===== config.mk =====
export PLATFORM = sky130hd
export DESIGN_NAME = memory_array
export DESIGN_NICKNAME = d
export VERILOG_FILES = /design/src/rtl/memory_array.sv
export SDC_FILE = /design/constraint.sdc
export NUM_CORES = 1
export LEC_CHECK = 0
export ABC_AREA = 1
export ABC_CLOCK_PERIOD_IN_PS = 2900
export BUFFER_PORTS_ARGS = -buffer_cell sky130_fd_sc_hd__buf_2
export CORE_MARGIN = 10
export CORE_UTILIZATION = 45
export DETAILED_ROUTE_END_ITERATION = 6
export PLACE_DENSITY = 0.65
export REMOVE_ABC_BUFFERS = 1
export SETUP_SLACK_MARGIN = 0.3
export SLEW_MARGIN = 20
export SYNTH_ARGS = -nofsm -noshare
export SYNTH_HDL_FRONTEND = slang
export SYNTH_SLANG_ARGS = --single-unit

===== constraint.sdc =====
create_clock -name clk -period 2.9 [get_ports clk]
set_input_delay 0.58 -clock clk [delete_from_list [all_inputs] [get_ports clk]]
set_output_delay 0.58 -clock clk [all_outputs]
set_load 0.1 [all_outputs]

===== src/rtl/memory_array.sv =====
`default_nettype none
// ============================================================================
// Module   : memory_array
// Purpose  : DEPTH x DATA_W scratch register array with registered reads,
//            per-word written mask and a multi-cycle bulk-clear sequencer.
// Revision : 1.0 - initial release
// ============================================================================
module memory_array #(
    parameter int DATA_W = 8,
    parameter int ADDR_W = 3
) (
    input  logic                    clk,
    input  logic                    rst,
    input  logic                    select,
    input  logic [1:0]              op,
    input  logic [ADDR_W-1:0]       address,
    input  logic [DATA_W-1:0]       in_bus,
    output logic                    ready,
    output logic [DATA_W-1:0]       out_bus,
    output logic                    out_valid,
    output logic                    err,
    output logic [(1<<ADDR_W)-1:0]  written
);

    localparam int DEPTH = 1 << ADDR_W;

    localparam logic [1:0]        C_OP_READ  = 2'b00;
    localparam logic [1:0]        C_OP_WRITE = 2'b01;
    localparam logic [1:0]        C_OP_CLEAR = 2'b10;
    localparam logic [ADDR_W-1:0] C_LAST_IDX = {ADDR_W{1'b1}};

    typedef enum logic [0:0] {
        S_IDLE  = 1'b0,
        S_CLEAR = 1'b1
    } state_t;

    state_t              state_q, state_d;
    logic [ADDR_W-1:0]   clear_idx_q, clear_idx_d;
    logic [DATA_W-1:0]   mem_q [DEPTH];
    logic [DATA_W-1:0]   mem_d [DEPTH];
    logic [DEPTH-1:0]    written_q, written_d;
    logic [DATA_W-1:0]   out_bus_q, out_bus_d;
    logic                out_valid_q, out_valid_d;
    logic                err_q, err_d;

    always_comb begin
        state_d     = state_q;
        clear_idx_d = clear_idx_q;
        mem_d       = mem_q;
        written_d   = written_q;
        out_bus_d   = out_bus_q;
        out_valid_d = 1'b0;
        err_d       = 1'b0;

        case (state_q)
            S_IDLE: begin
                if (select) begin
                    case (op)
                        C_OP_READ: begin
                            out_bus_d   = mem_q[address];
                            out_valid_d = 1'b1;
                            err_d       = ~written_q[address];
                        end
                        C_OP_WRITE: begin
                            mem_d[address]     = in_bus;
                            written_d[address] = 1'b1;
                        end
                        C_OP_CLEAR: begin
                            state_d     = S_CLEAR;
                            clear_idx_d = '0;
                            written_d   = '0;
                        end
                        default: begin
                            // Reserved opcode: respond with an error, keep last read data.
                            out_valid_d = 1'b1;
                            err_d       = 1'b1;
                        end
                    endcase
                end
            end
            S_CLEAR: begin
                mem_d[clear_idx_q] = '0;
                clear_idx_d        = clear_idx_q + 1'b1;
                if (clear_idx_q == C_LAST_IDX) begin
                    state_d = S_IDLE;
                end
            end
            default: state_d = S_IDLE;
        endcase
    end

    always_ff @(posedge clk or posedge rst) begin
        if (rst) begin
            state_q     <= S_IDLE;
            clear_idx_q <= '0;
            written_q   <= '0;
            out_bus_q   <= '0;
            out_valid_q <= 1'b0;
            err_q       <= 1'b0;
            for (int i = 0; i < DEPTH; i++) begin
                mem_q[i] <= '0;
            end
        end else begin
            state_q     <= state_d;
            clear_idx_q <= clear_idx_d;
            written_q   <= written_d;
            out_bus_q   <= out_bus_d;
            out_valid_q <= out_valid_d;
            err_q       <= err_d;
            for (int i = 0; i < DEPTH; i++) begin
                mem_q[i] <= mem_d[i];
            end
        end
    end

    assign ready     = (state_q == S_IDLE);
    assign out_bus   = out_bus_q;
    assign out_valid = out_valid_q;
    assign err       = err_q;
    assign written   = written_q;

endmodule
`default_nettype wire


**Word level (Yosys, flattened, before mapping)**

Cells that the tools add are included.
Widths: inputs -> output; s select.

- Add/subtract/negate cells: 1
- $lt $le $gt $ge: 6
- Equality and inequality tests: 6
- Multiplexer cells: 29
- Bitwise operators: 7
- Reduce and logical (&&, ||, !) cells: 10

Operator list:

| kind | count |
|---|---|
| $mux 64 | 2 |
| $pmux 64 s2 | 1 |
| $and 64x64->64 | 1 |
| $bwmux 64 | 1 |
| $not 64->64 | 1 |
| $demux 8 s3 | 2 |
| $mux 8 | 4 |
| $bmux 8 s3 | 1 |
| $pmux 8 s2 | 1 |
| $mux 1 | 10 |
| $ge 4x4->1 const B | 2 |
| $lt 4x1->1 const B | 2 |
| $not 3->4 | 2 |
| $or 8x8->8 | 1 |
| $mux 3 | 2 |
| $pmux 3 s2 | 1 |
| $reduce_and 3->1 | 2 |
| $lt 3x4->1 const B | 1 |
| $ne 2x1->1 const B | 2 |
| $pmux 1 s2 | 2 |
| $reduce_and 2->1 | 2 |
| $add 3x1->3 const B | 1 |
| $bmux 1 s3 | 1 |
| $demux 1 s3 | 1 |
| other kinds (10) | 13 |

- Register bits: 86
- Input bits: 16
- Output and inout port bits: 19
- Word-level logic and storage cells: 73

**Longest topological paths before layout**

Gate-level depths: netlist of run 1.

- Depth after elaboration: 9
- Gate-level depth with buffers: 9

**Worst setup path after synthesis of run 1**

No wires, ideal clock.

- Kind: register to register
- Start point: register state_q
- End point: register mem_q[1] (netlist bit)
- Setup time: 0.122 ns
- Arrival: 1.577 ns
- Required time: 2.778 ns
- Path slack: 1.201 ns
- Cell stages (with the launch flop): 8
- Path buffers: 1
- Period minus slack after synthesis: 1.699 ns
- Cell sequence: dfrtp_1 > inv_2 > nand2_4 > nor2_8 > nand2_4 > buf_6 > nand3_1 > o21ai_2

- Longest elaborated chain between the ends: 3
- Elaborated cells on any way between the ends: 5
- Classes of those cells: 2 x eq/ne; 1 x mux; 1 x bitwise; 1 x reduce/logical

RTL lines:

| what | line | text |
|---|---|---|
| from (decl) | 37 | `state_t state_q, state_d;` |
| from (signal assigned) | 104 | `state_q <= state_d;` |
| $not 1->1 (no line) * | n/a |  |
| named net ready | 18 | `output logic ready,` |
| $ne 2x1->1 (no line) or $ne 2x2->1 (tied branches) | n/a |  |
| $reduce_and 2->1 (no line) | n/a |  |
| to (signal, indexed assignment) | 111 | `mem_q[i] <= mem_d[i];` |
| to (decl) | 39 | `logic [DATA_W-1:0] mem_q [DEPTH];` |

Mark *: on every way through the listed nets, which the timed path passes. The rest lies on a longest branch.
A chain may end at the register's enable or synchronous reset.

**Final worst setup path of run 1**

- Start point: register state_q
- End point: output port ready

- Longest elaborated chain between the ends: 1

RTL lines:

| what | line |
|---|---|
| $not 1->1 (no line) | n/a |
| to (decl) | 18 |

Every way passes these cells.

==> results.txt, run 1 <==
For this run, the leading register cell type out of synthesis is dfrtp_1. The count of final hold-check violations was 0. The area of all sequential standard cells is 0.00215 mm². TritonCTS built the clock tree. The share of the yosys chip area belonging to registers came out at 50.3%.

The worst setup path is launched from a register. The synthesized instance count is 524. The first-pass GRT wire length is 17.4 mm.

The CTS sink count came out at 86. The count of buffer and inverter cells on the critical path came out at 2. The final layout net count is 578. The setup fix buffers added after clock tree synthesis is 0. The path class of the tightest hold or removal check is input port to async pin. The top achievable clock speed came out at 510 MHz. Once placement completed, the tool counted placed cells totaling 675.

The multi-input gate area in the final layout is 0.00167 mm². The final number of setup-violating endpoints is 0. In this run the power density over the cells is 908 mW/mm². The via density per instance is 5.00. The synthesized area per cell is 8.16 µm². The worst endpoint required time came out at 2.32 ns. The top fanout value on the critical path came out at 6. The number of antenna violations at the first check in global routing came to 0. The global-route usage over all layers is 15.1%.

The initial core utilization is 46.3%. The transition time of the tightest slew-check pin is 0.827 ns. Among all stages on the critical path, the largest delay is contributed by dfrtp_1. The share of layout cells above drive strength 1 is 14.9%.

In this run, CTS created clock tree buffers numbering 9. The minimum period implied by the final worst setup slack is 1.96 ns. The H-tree level count came out at 3. The post-cts gate resize count is 0.

The clock skew after layout is 0.0105 ns. Yosys printed 0 warnings. The number of remaining DRC errors is 0. The clock root buffer master is clkbuf_8. The overall via count from detail_route is 3455. The normalized max-slew margin is 44.8%. For this run, the slowest stage of the critical path takes 0.45 ns. The maximum clock path buffer count came out at 2. The I/O pin count is 35. The async set-or-reset flop fraction in the synthesized netlist came out at 100%. The area growth from synthesis to layout is 10.5%. STA classifies the critical path endpoint as a primary output. The HPWL reported at the end of detailed placement is 7.22 mm. The number of flip-flops and latches in the synthesized netlist is 86.

The count of hold buffers inserted by post-cts repair is 0. The horizontal die dimension is 118 µm. The layout has 890 filler cells. The die span in y came out at 118 µm. Setup repair after global routing left no endpoint under its margin. By startpoint and endpoint, the worst setup path is classified as register to primary output.

The run finished with clean final reports. After synthesis, the netlist uses 25 different library cells. The arrival time at the worst endpoint is 1.38 ns.

Input and output buffers added on the ports amount to 34. After detailed routing, the total wire length is 10.1 mm. IR analysis of the VDD net gives a maximum drop of 0.504 mV. The fraction of the cycle the final worst path needs is 67.6%. For this design the static power due to leakage is 2.54 nW. The weighted congestion at the end of routability-driven global placement is 0.834.

Across the run, the number of max-cap violations was 0. On the critical path the largest part of the delay comes from buffers and inverters. The post-route non-filler standard cell count is 691. The area of the mapped netlist came out at 0.00428 mm². The total negative slack for setup checks came out at 0 ns. The floorplan step defined a core boundary enclosing 0.00924 mm². In this run the remaining antenna-violating nets after routing total 0. The floorplan has 35 rows.

The post-detailed-route wirelength per cell came out at 14.6 µm. The overall die area is 0.0138 mm². The total overflow left after global routing is 0. The clock transition at the registers of the reported paths came out at 0.09 ns. The critical path goes through inv_2, buf_2. The antenna cell count is 0. The latest clock arrival within the worst-skew pair came out at 0.36 ns. The number of global-route vias before repair is 3390.

The largest net degree at the start of global routing is 53. The first detailed-routing pass ran for 5 iterations. The number of enable-type register cells in the synthesized netlist is 0. After the first detailed-routing iteration, the DRC count stood at 222. The number of max-slew violations in the final report is 0.
[where the power goes]
group	switching, mW	internal [mW]	leakage, nW
clock network	0.438	0.419	0.102
registers	0.152	1.46	1.16
logic	1.46	0.360	1.28
[per-layer routing]
layer	routed length [µm]	GRT usage (%)	up-vias
li1	-	-	1732
met1	4870	21.2	1623
met2	4620	23.2	92
met3	532	3.17	8
met4	87	3.32	0
met5	0	0	-
[cell usage after synthesis, types with 2 or more instances]
master / instances / share of area (%)
nand2_1: 146 / 13
inv_1: 88 / 7.7
dfrtp_1: 86 / 50
nand3_1: 53 / 6.2
o22ai_1: 32 / 4.7
nor2_1: 22 / 1.9
o21ai_1: 18 / 2.1
o21ai_0: 17 / 2.0
a21oi_1: 10 / 1.2
nand2_4: 8 / 2.1
o21ai_2: 8 / 1.6
buf_4: 7 / 1.2
ha_1: 5 / 1.5
nor2_2: 5 / 0.73
buf_6: 4 / 1.1
nand2_2: 4 / 0.58
clkbuf_1: 2 / 0.18
inv_2: 2 / 0.18
[flip-flops by register name, summed over array words and instances, names as in the netlist]
signal and cells:
clear_idx_q 3, out_valid 1, state_q 1, out_bus 8
mem_q 64, err 1, written 8
[worst paths after layout]
kind	end	slack (ns)	cells past startpoint	startpoint
hold / removal	mem_q[42]	0.27	2	rst
min in group clk	mem_q[52]	0.44	3	in_bus[4]
max in group asynchronous	mem_q[12]	1.94	3	rst
hold reg to reg	mem_q[55]	0.48	2	mem_q[55]
setup reg to reg	out_bus[4]	1.26	6	state_q
setup / recovery	ready	0.94	2	state_q
[placed cells by master (no fill, tap or decap), types with 2 or more instances in the layout]
master,synthesis,final
o22ai_1,32,32
o21ai_2,8,8
clkinv_2,0,4
dfrtp_1,86,86
inv_2,2,2
nand2_2,4,4
a21oi_1,10,10
inv_1,88,87
nand2_4,8,8
buf_2,1,34
o21ai_1,18,18
ha_1,5,5
nand3_1,53,53
o21ai_0,17,17
nor2_1,22,22
nand2_1,146,146
nor2_2,5,5
clkbuf_8,0,10
[stage by stage]
step / hold WS [ns] / total power, mW / setup WS (ns) / util [%] / area (µm²)
floorplan: 0.442 / 3.10 / 0.0982 / - / 4170
global placement: 0.455 / 3.45 / 0.916 / 49.0 / 4530
CTS: 0.295 / 4.31 / 0.929 / 51.2 / 4730
detailed placement: 0.459 / 3.47 / 0.900 / 49.0 / 4530
finish: 0.267 / 4.29 / 0.938 / 51.2 / 4730
global route: 0.321 / 4.54 / 0.875 / 51.2 / 4730
[area by class of cell]
class	instances	share of cell area, %
Sequential cell	86	45.5
Timing Repair Buffer	36	4.18
Clock inverter	6	1.30
Inverter	91	7.25
Multi-Input combinational cell	333	35.4
Clock buffer	10	2.91
Tap cell	129	3.41
[cell families (layout without fill, tap and decap cells)]
group / after synthesis / count (layout) / share of synthesized area, %
buffers and inverters: 105 / 143 / 10.6
adder cells (fa/ha/maj): 5 / 5 / 1.46
flip-flops: 86 / 86 / 50.3
AND/OR/NAND/NOR: 242 / 242 / 25.6
AO/OA/AOI/OAI: 86 / 86 / 12.1
Power figures use the tool's default switching activity.
==> run 2, diff against run 1 <==
--- a/config.mk
+++ b/config.mk
@@ -6,7 +6,7 @@
 export NUM_CORES = 1
 export LEC_CHECK = 0
 export ABC_AREA = 1
-export ABC_CLOCK_PERIOD_IN_PS = 2900
+export ABC_CLOCK_PERIOD_IN_PS = 1800
 export BUFFER_PORTS_ARGS = -buffer_cell sky130_fd_sc_hd__buf_2
 export CORE_MARGIN = 10
 export CORE_UTILIZATION = 45
==> constraint.sdc (replaced) <==
create_clock -name clk -period 1.8 [get_ports clk]
set_input_delay 0.36 -clock clk [delete_from_list [all_inputs] [get_ports clk]]
set_output_delay 0.36 -clock clk [all_outputs]
set_load 0.1 [all_outputs]
==> run 2 against run 1 <==
Net effect:
- sequential share of layout area decreased by 1.6 points
- critical path type unchanged
- design area increased by 3.8%
- combinational power increased by 75%
- total power increased by 62%
==> results.txt, run 2 (synthesis results as in run 1) <==
The post-place setup slack is 0.152 ns. The worst endpoint required time is 1.44 ns. Broken down by cell family, the worst path's largest delay share belongs to buffers and inverters.

The logic depth of the worst path, buffers included is 1. The cell area power density came out at 1420 mW/mm². After floorplanning, the core was divided into 35 placement rows. The overall via count from detail_route is 3562. STA classifies the critical path endpoint as a primary output.

The clock skew after layout is 0.0105 ns. The top cell types in the final layout, fill and taps aside, are nand2_1 (146), inv_1 (87), dfrtp_1 (85). The top fanout value on the critical path came out at 1.

The count of TritonRoute iterations in the first routing pass is 5. The top achievable clock speed came out at 682 MHz. During I/O placement, the number of pins put on the boundary was 35. The final layout contains 595 nets. The number of buffers inserted during clock tree synthesis came out at 9. The setup slack of the critical path after layout is 0.334 ns.

The worst register-to-register path begins at state_q. The area growth from synthesis to layout is 14.7%. The wire-length estimate of the detail-placed layout is 7.53 mm.

The placed instances occupy a cell area of 0.00460 mm². The number of max-slew violations in the final report came out at 0. For the pin with the worst max-slew slack, the measured transition is 0.487 ns. The horizontal die dimension came out at 118 µm. The number of antenna violations at the first check in global routing came out at 0. The classification of the worst-slack hold path is input port to async pin. The slowest stage of the critical path belongs to the cell buf_2. The leakage component of the power is 2.66 nW. The number of remaining DRC errors is 0. Setup repair after global routing left no endpoint under its margin.

The region available for standard cell placement spans 0.00924 mm². The worst setup path is of the register to primary output kind. The total power is 6.97 mW. The number of instances in the placed design is 683. The post-route non-filler standard cell count is 708. The H-tree level count is 3. In the final layout, the share of cells above drive strength 1 is 16.9%.

Summed over all layers, the routed wires come to 10.4 mm. The count of hold buffers inserted by post-cts repair came out at 0. The most common library cell in the layout ignoring fill and taps is nand2_1. The critical path ends at err.

Counting I/O delays and the setup requirement, the final critical path takes 1.47 ns. The number of DRC violations after detailed-routing iteration 0 came out at 195. The number of global-route vias before repair came out at 3512. For flop-to-flop paths, the worst setup slack is 0.40 ns. The die covers 0.0138 mm². The normalized max-slew margin is 67.7%.

The endpoint identified for the worst register-to-register timing path is mem_q[7]. The initial core utilization is 46.3%. TritonCTS built the clock tree. The maximum cell stage delay along the critical path is 0.41 ns. The antenna cell count is 0. The relative contribution of the clock network to total power came out at 17.2%. The arrival time at the worst endpoint came out at 1.11 ns.

The fraction of the cycle the final worst path needs came out at 81.4%. The first global-routing pass estimated 17.3 mm of wire. The count of buffer and inverter cells on the critical path came out at 1. The startpoint kind of the worst setup timing path is a register. The post-route standard cell area excluding fillers is 0.00490 mm². The share of power burned in combinational logic came out at 45.7%. The CTS sink count came out at 86. The longest clock path from root to sink contains 2 buffers. The number of flip-flops under the largest register name is 64. In this run the worst setup path begins at err.

The run finished with clean final reports. The clock transition at the registers of the reported paths came out at 0.09 ns. In the final routed layout, each cell accounts on average for 14.7 µm. Once detail routing completed, the nets flagged for antenna violations numbered 0.

The switching power of the nets came out at 3.34 mW. The maximum vdd ir drop came out at 0.821 mV. The latest clock arrival within the worst-skew pair came out at 0.37 ns.

The via density per instance came out at 5.03. The die span in y is 118 µm. The proportion of total power due to net switching is 47.9%.

Ranked by flip-flop count, first place goes to mem_q. The cell depth of the worst flop-to-flop path is 7. During placement, the flow inserted port buffers numbering 34.

Summed over all layers, the global routing overflow is 0. Routability-driven placement finished with a final weighted congestion of 0.853. The sequential group share of total power came out at 37.2%. The largest net degree at the start of global routing is 87.

The final design utilization came out at 53.1%. For this run, the total global-route usage over all layers was measured as 15.3%. The number of violations of the max-capacitance limit is 0. The count of final hold-check violations is 0.

The internal power contribution is 3.63 mW. Walking the worst path, the cells encountered are buf_2. The final number of setup-violating endpoints came out at 0.

The clock root buffer master is clkbuf_8.
run 2: cell types whose count changed in the layout (fill, tap and decap cells not counted), sizes merged:
cell / change
bufinv: -1
clkinv: -2
buf: +16
clkbuf: +4
run 2: power groups by stage:
stage | Clock (mW) | Combinational, mW | Sequential [mW]
floorplan | 0 | 1.11 | 3.88
global placement | 0 | 2.94 | 2.61
detailed placement | 0 | 2.97 | 2.63
CTS | 1.21 | 3.13 | 2.60
global route | 1.30 | 3.40 | 2.65
finish | 1.20 | 3.18 | 2.59
run 2: what timing repair did:
item / in CTS / in global routing
endpoints found under the setup margin: 18 / 66
gates resized for setup: 20 / 6
pin swaps: 1 / 1
buffers inserted: 1 / 8
run 2: metal layers:
layer | routed length (µm) | global-route usage [%] | vias up
li1 | - | - | 1760
met5 | 0 | 0 | -
met4 | 193 | 6.34 | 0
met2 | 5120 | 24.9 | 76
met3 | 419 | 2.40 | 17
met1 | 4710 | 19.7 | 1709
run 2: final cells by class:
cell class                      count  area (µm²)
Fill cell                         919        4340
Sequential cell                    86        2150
Multi-Input combinational cell    333        1690
Timing Repair Buffer               53         395
Inverter                           91         345
Tap cell                          129         161
Clock buffer                       13         139
Clock inverter                      3        21.3
run 2: metrics by stage:
stage | hold WS [ns] | setup TNS, ns
after floorplan | 0.442 | -67.24
after global placement | 0.457 | 0
after detailed placement | 0.459 | 0
after CTS | 0.108 | 0
after global routing | 0.120 | 0
final | 0.0685 | 0
run 2: how the worst min path moves through the flow:
stage | slack (ns) | cells past startpoint | to
6_report | 0.07 | 3 | mem_q[32]
5_1_grt | 0.12 | 3 | mem_q[3]
4_1_cts | 0.11 | 3 | mem_q[35]
3_5_place_dp | 0.46 | 2 | mem_q[51]
3_3_place_gp | 0.46 | 2 | mem_q[48]
2_1_floorplan | 0.44 | 2 | mem_q[48]
run 2: worst register-to-register path, stage by stage, from the launching register on:
cell	delay (ns)
dfrtp_2	0.44
inv_4	0.10
nand2_4	0.10
nor2_8	0.17
buf_4	0.16
nand2_4	0.12
nand3_1	0.13
o21ai_2	0.06
==> run 3, diff against run 2 <==
--- a/config.mk
+++ b/config.mk
@@ -5,8 +5,8 @@
 export SDC_FILE = /design/constraint.sdc
 export NUM_CORES = 1
 export LEC_CHECK = 0
-export ABC_AREA = 1
-export ABC_CLOCK_PERIOD_IN_PS = 1800
+export ABC_AREA = 0
+export ABC_CLOCK_PERIOD_IN_PS = 1300
 export BUFFER_PORTS_ARGS = -buffer_cell sky130_fd_sc_hd__buf_2
 export CORE_MARGIN = 10
 export CORE_UTILIZATION = 45
==> constraint.sdc (replaced) <==
create_clock -name clk -period 1.3 [get_ports clk]
set_input_delay 0.26 -clock clk [delete_from_list [all_inputs] [get_ports clk]]
set_output_delay 0.26 -clock clk [all_outputs]
set_load 0.1 [all_outputs]
==> run 3 against run 2 <==
Net effect:
- the flow now finishes with violations (negative hold slack, negative setup slack)
- worst setup slack worse by 0.48 ns
- largest cell class is now multi-input gates
- die area is 0.99% lower
- clock-buffer cell count is 2 lower
- design area is 29% higher
- combinational power is 110% higher
- clock power is 59% higher
- final cell count is 2.7% lower
- core utilization is 16 points higher
- first-iteration DRC count is 72% higher
- hold slack worse by 0.087 ns
- flip-flop and latch count stayed put
- total power is 87% higher
- highest routed layer unchanged
==> results.txt, run 3 <==
The flow ran to the end, but the final reports show violations. The final reports fail on negative hold slack, negative setup slack. The post-detailed-route wirelength per cell came out at 20.2 µm.

The number of input and output port buffers inserted came out at 34. The tightest min-delay check is of the input port to async pin type. The worst endpoint required time is 1.60 ns. The largest net degree at the start of global routing is 87. The number of antenna violations at the first check in global routing is 0.

The largest area contributor in the synthesized netlist is dfrtp_1. The proportion of total power due to net switching came out at 44.3%. Leaving out fill and tap cells, the most frequent cells in the layout are nand2_1 (102), dfrtp_1 (80), buf_4 (47). The async set-or-reset flop fraction in the synthesized netlist came out at 100%.

The post-route standard cell area excluding fillers came out at 0.00632 mm². The via density per instance came out at 5.83. The area of the mapped netlist is 0.00423 mm². STA classifies the critical path startpoint as a register. The overall die area came out at 0.0137 mm². The area growth from synthesis to layout is 49.6%. The setup slack of the critical path after layout is -0.148 ns.

For this run, global-route usage on met2 was measured as 31.2%. The total power is 13.0 mW. The top fanout value on the critical path is 8.

The analysis attributes to cell leakage a power of 2.85 nW. The maximum clock path buffer count came out at 2. The number of antenna diodes in the final layout is 0.

The class of the most critical setup path is register to register. The area fraction of the dominant cell type after synthesis is 50.9%. The top achievable clock speed is 690 MHz. The arrival time at the worst endpoint is 1.74 ns. The initial core utilization is 46.0%. The number of flip-flops under the largest register name came out at 64. The weighted congestion at the end of routability-driven global placement came out at 0.902. The H-tree level count came out at 3. The routed layout has 4017 vias.

Global routing used 24.1% of the available met1 tracks. In this design, the critical path's most frequently occurring cell is buf_6. Among cell families on the critical path, the largest total delay comes from flip-flops.

The share of layout cells above drive strength 1 is 46.4%. Sorting the synthesized cells by how often they occur yields nand2_1 (152), dfrtp_1 (86), o21ai_0 (39). The maximum vdd ir drop is 1.15 mV. The routed wire length is 13.9 mm. The number of flip-flops and latches in the synthesized netlist is 86. The cell area power density is 2060 mW/mm². mem_q holds more flip-flops than any other register.

The maximum cell stage delay along the critical path came out at 0.45 ns. The horizontal die dimension is 117 µm. The latest clock arrival within the worst-skew pair came out at 0.37 ns. The count of hold buffers inserted by post-cts repair came out at 0. The share of power burned in combinational logic came out at 50.9%.

The library cell used most frequently in the layout, excluding fill and tap cells, is nand2_1. The count of buffer and inverter cells on the critical path came out at 3. The relative contribution of the clock network to total power is 14.6%. The number of enable-type register cells in the synthesized netlist came out at 0. The HPWL reported at the end of detailed placement is 8.35 mm.

The most used flip-flop cell after synthesis is dfrtp_1. The remaining global-route overflow came out at 0. For this run, the number of Yosys warnings is 0. The number of violations of the max-capacitance limit came out at 0. The TritonCTS clock tree is done.

For this design, the sink count on the clock tree is 86. Prior to clock tree synthesis, the placed netlist has a worst setup slack of -0.286 ns. The global-route usage over all layers is 19.1%. Cell internal power was estimated by the tool at 7.25 mW. Among all cell types in the netlist, the one instantiated most often is nand2_1.

The die span in y came out at 117 µm. The detailed router finished its first iteration with 336 violations. The number of global-route vias before repair is 3836. The met3 demand-to-capacity share in global routing came out at 4.08%. Setup repair after global routing could not meet its margin everywhere. Once placement finished, the instance area stood at 0.00513 mm². The root buffer cell chosen for the clock tree is clkbuf_8.

The number of antenna-violating nets in the routed design came out at 0. For this run, the register share of the synthesized area comes to 50.9%. The first global-routing pass estimated 20.0 mm of wire. The tightest hold margin came out at -0.0186 ns.

Synthesis produced 473 cells. The sequential group share of total power is 34.5%. In this run the most used layer during global routing was met2.

The count of TritonRoute iterations in the first routing pass came out at 5. The count of final hold-check violations is 30. The clock transition at the registers of the reported paths is 0.09 ns. The signal on the critical path passes through nand4bb_4, buf_6, nor2_4, buf_6, buf_12, nand2_4, o21ai_2. By area the synthesized netlist is led by dfrtp_1 (51%), nand2_1 (13%), o21ai_0 (4.6%), o21ai_1 (3.8%), mux2i_1 (3.6%). The number of max-slew violations in the final report is 0. The normalized max-slew margin came out at 69.4%. At the end of the flow the core is filled with cells to 68.7%.

The count of standard-cell rows is 35. The area of the core came out at 0.00920 mm². The slowest stage of the critical path belongs to the cell dfrtp_2. The I/O pin count is 35. The clock skew after layout is 0.0147 ns. The number of remaining DRC errors came out at 0. The fraction of the cycle the final worst path needs came out at 111%.

The number of different library cells in the post-synthesis netlist came out at 42. STA classifies the critical path endpoint as a register. The minimum period implied by the final worst setup slack is 1.45 ns. The transition time of the tightest slew-check pin came out at 0.459 ns. The synthesized area per cell is 8.94 µm². The final number of setup-violating endpoints came out at 62. The number of buffers inserted during clock tree synthesis came out at 9.

Summed over all nets, the switching power comes to 5.77 mW. The final layout net count is 594.
-- run 3: changes by cell type after synthesis, sizes merged, moves of 7 or more --
| cell | delta |
|---|---|
| o21ai | +28 |
| nand3 | -46 |
| nor2b | +7 |
| a31oi | +8 |
| buf | +16 |
| o22ai | -27 |
| inv | -84 |
| mux2i | +15 |
-- run 3: path summary, 6_finish.rpt --
kind | from | to | slack [ns] | cells after the start
max | state_q | mem_q[44] | -0.15 | 7
min | rst | clear_idx_q[0] | -0.02 | 3
max reg2reg | state_q | mem_q[44] | -0.15 | 7
min reg2reg | mem_q[58] | mem_q[58] | 0.52 | 2
max in group asynchronous | rst | written[0] | 0.96 | 3
min in group clk | in_bus[0] | mem_q[40] | 0.23 | 3
-- run 3: area by class of cell --
type                       count  area, µm²
fill                         664       2870
multi-input combinational    351       2420
sequential                    86       2160
timing repair buffer         119       1390
tap                          111        139
clock buffer                  11        131
clock inverter                 5       58.8
inverter                       6       28.8
-- run 3: routing by layer --
| metal | part of all wire (%) | vias to the layer above |
|---|---|---|
| li1 | - | 1805 |
| met1 | 41 | 1970 |
| met2 | 49 | 201 |
| met3 | 7.7 | 41 |
| met4 | 2.8 | 0 |
| met5 | 0 | - |
-- run 3: worst register-to-register path: stages (launching register included) --
cell	delay, ns
dfrtp_2	0.45
nand4bb_4	0.25
buf_6	0.16
nor2_4	0.12
buf_6	0.11
buf_12	0.14
nand2_4	0.06
o21ai_2	0.07
-- run 3: metrics by stage --
stage	instances	TNS, ns
final	689	-4.26
after CTS	677	-4.73
after global placement	642	-12.03
after global routing	689	-8.57
after floorplan	443	-109.21
after detailed placement	642	-14.32
-- run 3: timing repair --
action                                  4_1_cts  5_1_grt
cloned                                        3        4
gates resized for setup                      94      130
buffers inserted                             16        8
endpoints found under the setup margin      105      105
pin swaps                                    24       16
-- run 3: kinds of logic (layout without fill, tap and decap cells) --
kind of cell	after synthesis	after routing	share of synthesized area, %
flops	86	86	50.9
mux	22	22	5.68
simple gates	209	209	21.1
fa+ha+maj	5	5	1.48
compound gates	115	115	15.6
buf+inv	36	141	5.24
-- run 3: power groups by stage --
| stage | combinational, mW | sequential [mW] | clock, mW |
|---|---|---|---|
| floorplan | 1.52 | 6.03 | 0 |
| global placement | 5.38 | 4.42 | 0 |
| detailed placement | 5.47 | 4.45 | 0 |
| CTS | 6.04 | 4.42 | 1.92 |
| global route | 6.98 | 4.59 | 2.03 |
| finish | 6.63 | 4.49 | 1.91 |
